File: src/rtl/msg_router_pkg.sv
// Shared types and constants for the host packet router.
package msg_router_pkg;

  localparam int N_DEF       = 12;
  localparam int TIMEOUT_DEF = 50000;

  // Header layout of both RX and TX frames: address byte, then length byte.
  localparam int HDR_ADDR_IDX = 0;
  localparam int HDR_LEN_IDX  = 1;
  localparam int HDR_BYTES    = 2;

  // Longest response drained in one TX frame; longer FIFOs are split.
  localparam int L_MAX = 63;
  localparam int L_W   = $clog2(L_MAX + 1);

  localparam int AW_DEF = $clog2(N_DEF);

  typedef enum logic [1:0] {
    R_ADDR,
    R_LEN,
    R_DATA,
    R_DROP
  } rx_state_e;

  typedef enum logic [2:0] {
    T_SCAN,
    T_HDR_A,
    T_HDR_L,
    T_RD,
    T_WAIT,
    T_DATA
  } tx_state_e;

  function automatic int idx_w(input int n);
    return (n > 1) ? $clog2(n) : 1;
  endfunction

endpackage

File: src/rtl/msg_router_rr_arbiter.sv
// Round-robin pick: first requester at or above ptr_i, wrapping to 0.
// Purely combinational; grant is one-hot and vld_o flags any request.
module rr_arbiter
  import msg_router_pkg::*;
#(
  parameter int N  = N_DEF,
  parameter int CW = idx_w(N)
) (
  input  logic [N-1:0]  req_i,
  input  logic [CW-1:0] ptr_i,
  output logic [N-1:0]  gnt_o,
  output logic [CW-1:0] idx_o,
  output logic          vld_o
);

  always_comb begin
    int j;
    j     = 0;
    gnt_o = '0;
    idx_o = '0;
    vld_o = 1'b0;
    for (int i = 0; i < N; i++) begin
      j = int'(ptr_i) + i;
      if (j >= N) j = j - N;
      if (!vld_o && req_i[j]) begin
        vld_o    = 1'b1;
        gnt_o[j] = 1'b1;
        idx_o    = CW'(j);
      end
    end
  end

endmodule

File: src/rtl/msg_router.sv
// Host link router: RX frames {addr,len,payload} fan out to channel command FIFOs;
// TX drains channel response FIFOs round-robin into {chan,len,payload} frames.
module msg_router
  import msg_router_pkg::*;
#(
  parameter int N       = N_DEF,
  parameter int TIMEOUT = TIMEOUT_DEF
) (
  input  logic           clk,
  input  logic           n_rst,
  input  logic [7:0]     rx_data,
  input  logic           rx_valid,
  output logic [7:0]     m_dout,
  output logic [N-1:0]   m_wrreq_bus,
  input  logic [N-1:0]   have_msg_bus,
  input  logic [8*N-1:0] len_bus,
  input  logic [8*N-1:0] s_din_bus,
  output logic [N-1:0]   s_rdreq_bus,
  output logic [7:0]     tx_data,
  output logic           tx_valid,
  input  logic           tx_ready,
  output logic           rx_busy,
  output logic           err_addr,
  output logic           err_timeout
);

  localparam int CW = idx_w(N);
  localparam int TW = idx_w(TIMEOUT);

  // ---------------------------------------------------------------- RX path
  rx_state_e     rx_state_q, rx_state_d;
  logic [7:0]    rx_addr_q, rx_addr_d;
  logic [7:0]    rx_cnt_q, rx_cnt_d;
  logic [TW-1:0] tmo_q, tmo_d;
  logic          addr_bad, rx_tmo, wr_fire, addr_err_fire;
  logic [N-1:0]  wr_oh;

  logic [7:0]    m_dout_q;
  logic [N-1:0]  m_wrreq_q;
  logic          err_addr_q, err_timeout_q;

  assign addr_bad = {1'b0, rx_addr_q} >= 9'(N);
  // A byte arriving in the expiry cycle wins: it restarts the inter-byte window.
  assign rx_tmo   = rx_busy && !rx_valid && (tmo_q == TW'(TIMEOUT - 1));

  always_ff @(posedge clk or negedge n_rst) begin
    if (!n_rst) begin
      rx_state_q <= R_ADDR;
      rx_addr_q  <= '0;
      rx_cnt_q   <= '0;
      tmo_q      <= '0;
    end else begin
      rx_state_q <= rx_state_d;
      rx_addr_q  <= rx_addr_d;
      rx_cnt_q   <= rx_cnt_d;
      tmo_q      <= tmo_d;
    end
  end

  always_comb begin
    rx_state_d = rx_state_q;
    rx_addr_d  = rx_addr_q;
    rx_cnt_d   = rx_cnt_q;
    if (rx_valid || !rx_busy || rx_tmo) tmo_d = '0;
    else                                tmo_d = tmo_q + 1'b1;

    case (rx_state_q)
      R_ADDR: if (rx_valid) begin
        rx_addr_d  = rx_data;
        rx_state_d = R_LEN;
      end
      R_LEN: if (rx_valid) begin
        rx_cnt_d = rx_data;
        if (rx_data == 8'd0) rx_state_d = R_ADDR;
        else if (addr_bad)   rx_state_d = R_DROP;
        else                 rx_state_d = R_DATA;
      end
      R_DATA, R_DROP: if (rx_valid) begin
        rx_cnt_d = rx_cnt_q - 8'd1;
        if (rx_cnt_q == 8'd1) rx_state_d = R_ADDR;
      end
      default: rx_state_d = R_ADDR;
    endcase

    if (rx_tmo) rx_state_d = R_ADDR;
  end

  always_comb begin
    rx_busy       = (rx_state_q != R_ADDR);
    wr_fire       = (rx_state_q == R_DATA) && rx_valid;
    addr_err_fire = (rx_state_q == R_LEN) && rx_valid && (rx_data != 8'd0) && addr_bad;
    wr_oh         = '0;
    if (wr_fire) wr_oh = {{(N-1){1'b0}}, 1'b1} << rx_addr_q[CW-1:0];
  end

  always_ff @(posedge clk or negedge n_rst) begin
    if (!n_rst) begin
      m_dout_q      <= '0;
      m_wrreq_q     <= '0;
      err_addr_q    <= 1'b0;
      err_timeout_q <= 1'b0;
    end else begin
      if (wr_fire) m_dout_q <= rx_data;
      m_wrreq_q     <= wr_oh;
      err_addr_q    <= addr_err_fire;
      err_timeout_q <= rx_tmo;
    end
  end

  assign m_dout      = m_dout_q;
  assign m_wrreq_bus = m_wrreq_q;
  assign err_addr    = err_addr_q;
  assign err_timeout = err_timeout_q;

  // ---------------------------------------------------------------- TX path
  tx_state_e      tx_state_q, tx_state_d;
  logic [CW-1:0]  ch_q, ch_d, ptr_q, ptr_d;
  logic [N-1:0]   ch_oh_q, ch_oh_d;
  logic [L_W-1:0] len_q, len_d, rem_q, rem_d;
  logic [7:0]     dat_q, dat_d;

  logic [N-1:0]   arb_gnt;
  logic [CW-1:0]  arb_idx;
  logic           arb_vld;
  logic [7:0]     sel_raw;
  logic [L_W-1:0] sel_len;

  rr_arbiter #(.N(N), .CW(CW)) u_arb (
    .req_i (have_msg_bus),
    .ptr_i (ptr_q),
    .gnt_o (arb_gnt),
    .idx_o (arb_idx),
    .vld_o (arb_vld)
  );

  assign sel_raw = len_bus[8*arb_idx +: 8];
  assign sel_len = (sel_raw > 8'(L_MAX)) ? L_W'(L_MAX) : sel_raw[L_W-1:0];

  always_ff @(posedge clk or negedge n_rst) begin
    if (!n_rst) begin
      tx_state_q <= T_SCAN;
      ch_q       <= '0;
      ch_oh_q    <= '0;
      ptr_q      <= '0;
      len_q      <= '0;
      rem_q      <= '0;
      dat_q      <= '0;
    end else begin
      tx_state_q <= tx_state_d;
      ch_q       <= ch_d;
      ch_oh_q    <= ch_oh_d;
      ptr_q      <= ptr_d;
      len_q      <= len_d;
      rem_q      <= rem_d;
      dat_q      <= dat_d;
    end
  end

  always_comb begin
    tx_state_d = tx_state_q;
    ch_d       = ch_q;
    ch_oh_d    = ch_oh_q;
    ptr_d      = ptr_q;
    len_d      = len_q;
    rem_d      = rem_q;
    dat_d      = dat_q;

    case (tx_state_q)
      T_SCAN: if (arb_vld) begin
        ch_d    = arb_idx;
        ch_oh_d = arb_gnt;
        len_d   = sel_len;
        rem_d   = sel_len;
        ptr_d   = (arb_idx == CW'(N - 1)) ? '0 : arb_idx + 1'b1;
        if (sel_len != '0) tx_state_d = T_HDR_A;
      end
      T_HDR_A: if (tx_ready) tx_state_d = T_HDR_L;
      T_HDR_L: if (tx_ready) tx_state_d = T_RD;
      T_RD:    tx_state_d = T_WAIT;
      T_WAIT: begin
        dat_d      = s_din_bus[8*ch_q +: 8];
        tx_state_d = T_DATA;
      end
      T_DATA: if (tx_ready) begin
        rem_d      = rem_q - 1'b1;
        tx_state_d = (rem_q == L_W'(1)) ? T_SCAN : T_RD;
      end
      default: tx_state_d = T_SCAN;
    endcase
  end

  always_comb begin
    tx_valid    = 1'b0;
    tx_data     = '0;
    s_rdreq_bus = '0;
    case (tx_state_q)
      T_HDR_A: begin tx_valid = 1'b1; tx_data = 8'(ch_q);  end
      T_HDR_L: begin tx_valid = 1'b1; tx_data = 8'(len_q); end
      T_RD:    s_rdreq_bus = ch_oh_q;
      T_DATA:  begin tx_valid = 1'b1; tx_data = dat_q;     end
      default: ;
    endcase
  end

endmodule

File: config.mk
export PLATFORM = sky130hd
export DESIGN_NAME = msg_router
export DESIGN_NICKNAME = d
export VERILOG_FILES = /design/src/rtl/msg_router_pkg.sv /design/src/rtl/msg_router_rr_arbiter.sv /design/src/rtl/msg_router.sv
export SDC_FILE = /design/constraint.sdc
export NUM_CORES = 1
export LEC_CHECK = 0
export BUFFER_PORTS_ARGS = -buffer_cell sky130_fd_sc_hd__buf_2
export CAP_MARGIN = 20
export CORE_ASPECT_RATIO = 1.25
export CORE_MARGIN = 2
export CORE_UTILIZATION = 50
export CTS_CLUSTER_DIAMETER = 200
export DETAILED_ROUTE_END_ITERATION = 6
export PLACE_DENSITY = 0.76
export SLEW_MARGIN = 20
export SYNTH_ARGS = -nofsm -noshare
export SYNTH_HDL_FRONTEND = slang
export SYNTH_HIERARCHICAL = 1
export SYNTH_SLANG_ARGS = --single-unit
File: constraint.sdc
create_clock -name clk -period 6.2 [get_ports clk]
set_input_delay 0.31 -clock clk [delete_from_list [all_inputs] [get_ports clk]]
set_output_delay 0.31 -clock clk [all_outputs]
set_load 0.01 [all_outputs]
# Word level (Yosys, flattened, before mapping)

Cells that the tools add are included.

Register bits: 99
Bits of input ports: 216
Output and inout bits: 44
Word-level logic and storage cells: 313

Add/sub/neg operators: 27
Order comparisons: 38
Equal/unequal tests: 23
Shift operators: 3
Muxes and demuxes: 136
Bitwise logic cells: 11
Reduce and logical (&&, ||, !) cells: 60

Operators by type and width:

| kind                  | number |
|---|---|
| $ge 32x1->1 const B   | 12 |
| $lt 32x6->1 const B   | 12 |
| $mux 32               | 12 |
| $ge 32x5->1 const B   | 11 |
| $sub 32x5->32 const B | 11 |
| $shiftx 96x8->8       | 2 |
| $mux 12               | 14 |
| $or 12x12->12         | 11 |
| $mux 4                | 13 |
| $mux 1                | 50 |
| $bmux 1 s4            | 12 |
| $demux 1 s4           | 12 |
| $logic_and 1x1->1     | 29 |
| $pmux 8 s3            | 1 |
| $add 4x3->5 const B   | 4 |
| $add 4x4->5 const B   | 4 |
| $mux 6                | 3 |
| $pmux 3 s6            | 1 |
| $add 16x1->16 const B | 1 |
| $eq 16x16->1 const B  | 1 |
| $mux 16               | 1 |
| $mux 8                | 2 |
| $pmux 8 s2            | 1 |
| $mux 3                | 5 |
| 37 further kinds      | 73 |

# Logic depth before layout (Yosys ltp)

Gate-level depths: netlist of the first run.

Depth in word-level cells: 46
Gate-level depth with buffers: 27
Gate-level depth less buffers: 22

# Cells and area by module

The synthesis of the first run kept the hierarchy.

Modules (own cells, without submodules):

| module     | times used | cells each | area each (µm²) | seq. area each (µm²) |
|---|---|---|---|---|
| msg_router | 1          | 588        | 6,020.8         | 2,477.4 |
| rr_arbiter | 1          | 565        | 4,033.9         | 0.0 |

# Worst setup path after synthesis of the first run

Ideal clock, no wire load.

Kind: reg2reg
Start point: reg ptr_q[1]
End point: reg tx_state_q[0]
Setup time: 132 ps
Data arrival time: 6,442 ps
Data required time: 6,068 ps
Path slack: -374 ps
Stages on the path, launching flop included: 25
Buffers on the path: 4
Period minus slack after synthesis: 6,574 ps
Path through: dfrtp_1 -> clkbuf_1 -> buf_1 -> inv_1 -> ha_1 -> clkbuf_1 -> xor2_1 -> inv_1 -> ha_1 -> or3_1 -> a211oi_1 -> mux2i_1 -> mux2i_1 -> nand2_1 -> or4_4 -> nor3_4 -> nor2_1 -> a22oi_1 -> buf_6 -> mux4_2 -> a22o_1 -> a21oi_2 -> inv_2 -> nor4_2 -> a31oi_1

Cells in the longest elaborated chain, start to end: 45
Elaborated cells on any way between the ends: 136
Those cells by class: add/sub (23); order compare (13); eq/ne (2); shift (1); mux (73); reduce/logical (24)

Ends and longest elaborated chain:

| element                                                | line                        | RTL |
|---|---|---|
| start, declared                                        | msg_router.sv:117           | `logic [CW-1:0] ch_q, ch_d, ptr_q, ptr_d;` |
| start signal, assigned                                 | msg_router.sv:152           | `ptr_q <= ptr_d;` |
| branches (longest 38 deep; another with $sub 32x5->32) | --                          |  |
| $mux 4 (*)                                             | msg_router_rr_arbiter.sv:25 | `if (!vld_o && req_i[j]) begin` |
| net arb_idx[0]                                         | msg_router.sv:123           | `logic [CW-1:0] arb_idx;` |
| $shiftx 96x8->8 (*)                                    | msg_router.sv:136           | `assign sel_raw = len_bus[8*arb_idx +: 8];` |
| $gt 8x6->1                                             | msg_router.sv:137           | `assign sel_len = (sel_raw > 8'(L_MAX)) ? L_W'(L_MAX) : sel_raw[L_W-1:0];` |
| $mux 6 (*)                                             | msg_router.sv:137           |  |
| $reduce_bool 6->1 (*)                                  | msg_router.sv:175           | `if (sel_len != '0) tx_state_d = T_HDR_A;` |
| $ne 2x2->1 (no line) (*)                               | --                          |  |
| $reduce_and 5->1 (no line) (*)                         | --                          |  |
| end signal, assigned                                   | msg_router.sv:149           | `tx_state_q <= tx_state_d;` |
| end, declared                                          | msg_router.sv:116           | `tx_state_e tx_state_q, tx_state_d;` |

Mark *: on every way through the listed nets, which the timed path passes. The select of a mux whose other input is x is not followed.
A chain may end at the register's enable or synchronous reset.

# Worst setup path after layout of the first run

Same ends and word-level chain as after synthesis.

==> flow_metrics.py, run 1 <==
metrics = {
    "logic_synthesis": {
        "syn_nets": 1413,
        "syn_inst": 1153,
        "ys_seq_area_share_pct": 24.6,
        "ys_ff_latch": 99,
        "synthFlopType": "dfrtp_1",
        "yosysWarnings": 6,
        "synth.distinct_cells": 94,
        "synth_edf_count": 0,
        "syn_area_um2": 10100,
        "synthArstFlopShare_pct": 100,
        "syn_avg_cell_area_um2": 8.72,
    },
    "timing": {
        "period_minus_slack_ps": 5800,
        "fmax_mhz": 172,
        "finalWorstSetupSlack_ps": 397,
        "clock_skew_ps": 8.87,
        "final_max_slew_viol_count": 0,
        "hold_viol": 0,
        "maxSlewHeadroom_pct": 28.3,
        "min_period_over_period_pct": 93.6,
        "tightestPinTransition_ps": 1070,
        "setup_violations": 0,
    },
    "grt": {
        "grt_pass1_wl_mm": 51.8,
        "grt_pass1_vias": 9701,
        "antenna_found_initial": 0,
        "grt_max_degree": 85,
        "grt_overflow_total": 0,
        "grt_usage_pct": 31.2,
    },
    "route": {
        "drc_errors": 0,
        "drtIter0Drc": 933,
        "drt-pass1-iter-count": 6,
        "vias": 10400,
        "routedWlPerCell_um": 20.2,
        "ant_nets": 0,
        "routed_via_density": 6.24,
        "drt_wl_total_mm": 33.8,
    },
    "worst_setup_path": {
        "slowest_stage": "or4_4",
        "crit_type": "flop to flop",
        "cp-start-kind": "flop",
        "cp_data_required_time_ps": 6440,
        "cpPeakStageDelay_ps": 550,
        "cp_data_arrival_time_ps": 6040,
        "path_max_fanout": 32,
        "crit_chain": "inv_2 > ha_1 > a21oi_1 > xnor2_1 > inv_1 > ha_1 > or3_1 > a211oi_4 > mux2i_1 > mux2i_2 > nand2_1 > or4_4 > nor3_4 > nor2_1 > a22oi_2 > buf_12 > mux4_2 > a22o_1 > a21oi_2 > inv_2 > nor4_2 > a31oi_1",
        "end_kind": "flop",
        "reg2reg_depth": 22,
        "reg2reg_slack_ps": 400,
    },
    "floorplan": {
        "dieWidth_um": 131,
        "initial_core_util_pct": 50.4,
        "die_area_um2": 21300,
        "coreArea_um2": 20000,
        "die_y_um": 163,
        "ios": 260,
        "rows": 58,
    },
    "place": {
        "place_ws_ps": 31.8,
        "dp_hpwl_mm": 26.1,
        "place_congestion": 1.07,
        "dp.cells": 1647,
        "port_buffers": 259,
    },
    "cts": {
        "cts_sinks": 99,
        "htree_levels": 3,
        "ctsRootBufferMaster": "clkbuf_16",
        "clkLatencyLatePin_ps": 360,
        "path_clk_slew_ps": 80,
        "cts_tree": "yes",
        "numCtsBuffers": 9,
        "cts_buffer_depth": 2,
    },
    "run_status": {
        "outcome": "finished clean",
    },
    "cells_and_area": {
        "drive_gt1_share_pct": 31.9,
        "syn_to_final_growth_pct": 20.5,
        "diodes": 0,
        "finalNetCount": 1655,
        "post-route-util_pct": 60.7,
        "final_cells": 1670,
        "final_common_cell": "buf_2",
        "final_cell_mix": "buf_2 (258), nand2_1 (135), dfrtp_1 (98), nor2_1 (95), a21oi_1 (62)",
    },
    "min_path": {
        "hold_path.class": "input pin to flop",
        "min_delay_path_depth": 2,
    },
    "flow_run": {
        "drv_cap": 0,
    },
}
==> through the flow <==
step                      TNS [ps]  hold WS (ps)  instance area, um2
after floorplan                  0          14.4               10100
after global placement           0           175               11700
after detailed placement         0           179               11700
after CTS                        0           251               12000
after global routing         -6.78           259               12100
final                            0           265               12100
==> layer usage <==
| layer | GRT usage (%) | share of wire [%] |
|---|---|---|
| met1 | 43.8 | 42 |
| met5 | 0 | 0 |
| met4 | 10.3 | 3.3 |
| met2 | 49.4 | 46 |
| met3 | 4.47 | 8.2 |
==> layout make-up <==
type                       instances  area, um2
multi-input combinational        931       7150
clock buffer                       9        225
fill                            1760       7840
sequential                        99       2480
clock inverter                     7       92.6
timing repair buffer             299       1620
inverter                          55        210
tap                              270        338
==> timing repair <==
| item | 4_1_cts | 5_1_grt |
|---|---|---|
| gates resized for setup | 1 | 15 |
| hold buffers | 1 | 0 |
| pin swaps | 0 | 1 |
| buffers inserted | 0 | 6 |
| hold endpoints to repair | 15 | 0 |
| setup endpoints to repair | 2 | 14 |
==> path summary, 6_finish.rpt <==
kind                                        start                         to
setup / recovery             ptr_q[1]$_DFFE_PN0P_  tx_state_q[0]$_DFFE_PN0P_
min in group asynchronous                   n_rst        tmo_q[15]$_DFF_PN0_
max in group asynchronous                   n_rst       ptr_q[2]$_DFFE_PN0P_
hold / removal                         rx_data[3]      m_dout[3]$_DFFE_PN0P_
hold reg to reg            ch_oh_q[1]$_DFFE_PN0P_     ch_oh_q[1]$_DFFE_PN0P_
setup reg to reg             ptr_q[1]$_DFFE_PN0P_  tx_state_q[0]$_DFFE_PN0P_
==> worst max-delay path: cells and delay by family, from the launching register on <==
kind                       cells  cell delay (ps)
buffers and inverters          4              520
adders and majority gates      2              530
and+or+nand+nor                6             1680
AOI/OAI and AO/OA              6             1270
muxes                          3             1050
xor gates and xnor gates       1              180
DFF                            1              440
==> sequential cells by signal, indices dropped and copies added (netlist names), 6 cells and up <==
register	cells
tmo_q	16
dat_q	8
m_dout	8
m_wrreq_bus	12
rx_addr_q	8
len_q	6
ch_oh_q	12
rem_q	6
rx_cnt_q	8
==> cells by family (layout without fill, tap and decap cells) <==
group,count (synthesis),after routing,share of synthesized area [%]
DFF,99,99,24.6
adders and majority gates,44,44,5.48
AOI/OAI and AO/OA,283,283,19.8
buffers and inverters,123,370,5.29
and+or+nand+nor,460,460,23.8
muxes,119,119,18.8
xor gates and xnor gates,25,25,2.25
==> synthesized netlist by cell type (21+ instances only) <==
cell	n	area share [%]
o21ai_0	47	2.3
mux2_2	25	2.8
nand3_1	39	1.9
ha_1	44	5.5
mux2i_1	41	4.1
mux4_2	53	12
a21oi_1	63	3.1
nand2_1	135	5.0
dfrtp_1	99	25
nor3_1	29	1.4
and2_1	21	1.3
nor2_1	95	3.5
clkbuf_1	35	1.3
inv_1	54	2.0
Power of run 1 is left out: the tool's default activity adds up to more than one toggle a clock period on the data nets, which glitch-free logic cannot reach.
==> run 2, diff against run 1 <==
Clock period 6.2 ns to 5.1 ns, I/O delays scaled along.
==> flow_metrics.py, run 2 (synthesis gave the netlist of run 1 again) <==
metrics = {
    "timing": {
        "setup_violations": 12,
        "finalWorstSetupSlack_ps": -196,
        "tns_ps": -1570,
        "final_max_slew_viol_count": 0,
        "clock_skew_ps": 8.30,
        "period_minus_slack_ps": 5300,
        "rsz0062_at_grt": "yes",
        "hold_viol": 4,
        "min_period_over_period_pct": 104,
        "maxSlewHeadroom_pct": 33.9,
        "tightestPinTransition_ps": 992,
        "hold-worst-slack_ps": -7.35,
        "fmax_mhz": 189,
    },
    "cells_and_area": {
        "syn_to_final_growth_pct": 36.5,
        "regMostFlops": "tmo_q",
        "finalNetCount": 1804,
        "final_common_cell": "buf_2",
        "final_cells": 1820,
        "fin_area_um2": 13700,
        "drive_gt1_share_pct": 42.2,
        "post-route-util_pct": 68.8,
        "largest_register_ff_count": 16,
        "final_cell_mix": "buf_2 (258), buf_4 (179), nand2_1 (135), dfrtp_1 (96), nor2_1 (90)",
    },
    "route": {
        "drt_wl_total_mm": 36.6,
        "ant_nets": 0,
        "routed_via_density": 6.06,
        "drtIter0Drc": 1027,
        "routedWlPerCell_um": 20.1,
        "vias": 11000,
        "drc_errors": 0,
        "drt-pass1-iter-count": 5,
    },
    "worst_setup_path": {
        "slowest_stage": "or4_4",
        "worstReg2RegStart": "ptr_q[1]$_DFFE_PN0P_",
        "cp_data_arrival_time_ps": 5530,
        "reg2reg_depth": 20,
        "cp_data_required_time_ps": 5340,
        "reg2reg_slack_ps": -200,
        "end_kind": "flop",
        "cp-start-kind": "flop",
        "path_buf_inv": 5,
        "cpPeakStageDelay_ps": 580,
        "path_delay_family": "compound AO/OA/AOI/OAI gates",
        "timing.rr.end": "rem_q[3]$_DFFE_PN0P_",
        "crit_type": "flop to flop",
        "worst_path_most_repeated_cell": "buf_6",
        "crit_chain": "clkinvlp_4 > buf_4 > ha_4 > mux4_2 > a31oi_1 > o32ai_1 > a21bo_2 > or2_4 > or4_4 > nor3_4 > nor2_4 > a22oi_2 > buf_6 > buf_12 > or3b_1 > o311ai_1 > o311a_1 > o31ai_4 > buf_6 > o221a_1",
        "path_max_fanout": 6,
    },
    "min_path": {
        "hold_path.class": "input pin to async pin",
    },
    "cts": {
        "cts_buffer_depth": 2,
        "cts_sinks": 99,
        "ctsRootBufferMaster": "clkbuf_16",
        "cts_tree": "yes",
        "clkLatencyLatePin_ps": 350,
        "path_clk_slew_ps": 70,
        "numCtsBuffers": 9,
        "htree_levels": 3,
        "cts_hold_buf": 0,
    },
    "place": {
        "place_congestion": 1.03,
        "placed_cell_area_um2": 12800,
        "port_buffers": 259,
        "dp.cells": 1781,
        "dp_hpwl_mm": 29.4,
    },
    "grt": {
        "grt_usage_pct": 33.4,
        "grt_pass1_wl_mm": 55.0,
        "antenna_found_initial": 1,
        "grt_max_degree": 65,
        "grt_overflow_total": 0,
        "grt_pass1_vias": 10600,
    },
    "floorplan": {
        "die_area_um2": 21300,
        "coreArea_um2": 20000,
        "dieWidth_um": 131,
        "die_y_um": 163,
        "rows": 58,
        "initial_core_util_pct": 50.4,
        "ios": 260,
    },
    "flow_run": {
        "drv_cap": 0,
    },
    "run_status": {
        "outcome": "finished, violations left",
        "violations": "negative hold slack, negative setup slack",
    },
}
==> run 2: cell types whose count changed in the layout (fill, tap and decap cells not counted), sizes merged <==
cell         previous run  this run
bufinv                  1         2
clkinv                  3         2
buf                   298       446
clkbuf                  9        11
dlygate4sd3             1         0
diode                   0         1
==> run 2: per-stage QoR <==
step,setup WS [ps],hold slack [ps]
6_report,-196,-7.35
5_1_grt,-382,67.1
4_1_cts,-170,23.8
3_5_place_dp,-287,395
3_3_place_gp,-199,387
2_1_floorplan,-365,-40.6
==> run 2: repair_timing <==
action                                  CTS  global route
buffers inserted                          2            18
pin swaps                                 4            31
resized for setup                        16            62
endpoints found under the setup margin   13            16
cloned                                    0             2
==> run 2: area by class of cell <==
class | instances | area [um2]
antenna | 1 | 2.50
clock inverter | 7 | 121
timing repair buffer | 448 | 2820
inverter | 55 | 213
clock buffer | 9 | 225
multi-input combinational | 931 | 7520
tap | 270 | 338
fill | 1519 | 6230
sequential | 99 | 2480
==> run 2: worst max path at each step <==
| stage | cells past startpoint | slack (ps) | end | from |
|---|---|---|---|---|
| floorplan | 24 | -360 | tx_state_q[0]$_DFFE_PN0P_ | ptr_q[1]$_DFFE_PN0P_ |
| global placement | 25 | -200 | rem_q[3]$_DFFE_PN0P_ | ptr_q[1]$_DFFE_PN0P_ |
| detailed placement | 24 | -290 | rem_q[2]$_DFFE_PN0P_ | ptr_q[1]$_DFFE_PN0P_ |
| CTS | 22 | -170 | rem_q[2]$_DFFE_PN0P_ | ptr_q[1]$_DFFE_PN0P_ |
| global route | 25 | -380 | tx_state_q[0]$_DFFE_PN0P_ | ptr_q[1]$_DFFE_PN0P_ |
| finish | 20 | -200 | rem_q[3]$_DFFE_PN0P_ | ptr_q[1]$_DFFE_PN0P_ |
==> run 2: worst reg2reg max path, stage by stage (launching register included) <==
cell and delay [ps]:
dfrtp_2 420, clkinvlp_4 210, buf_4 210, ha_4 300, mux4_2 550, a31oi_1 190, o32ai_1 140, a21bo_2 260
or2_4 260, or4_4 590, nor3_4 250, nor2_4 70, a22oi_2 150, buf_6 150, buf_12 130, or3b_1 340
o311ai_1 120, o311a_1 310, o31ai_4 110, buf_6 170, o221a_1 250
==> run 2: layer usage <==
metal  vias to the layer above  global-route usage, %  part of all wire [%]
met5                         -                      0                 0.052
met4                         2                   16.3                   5.7
met3                       133                   5.12                   7.3
met2                       568                   56.1                    49
met1                      5196                   41.5                    38
li1                       5136                      -                     -
Power of run 2 is left out for the same reason.
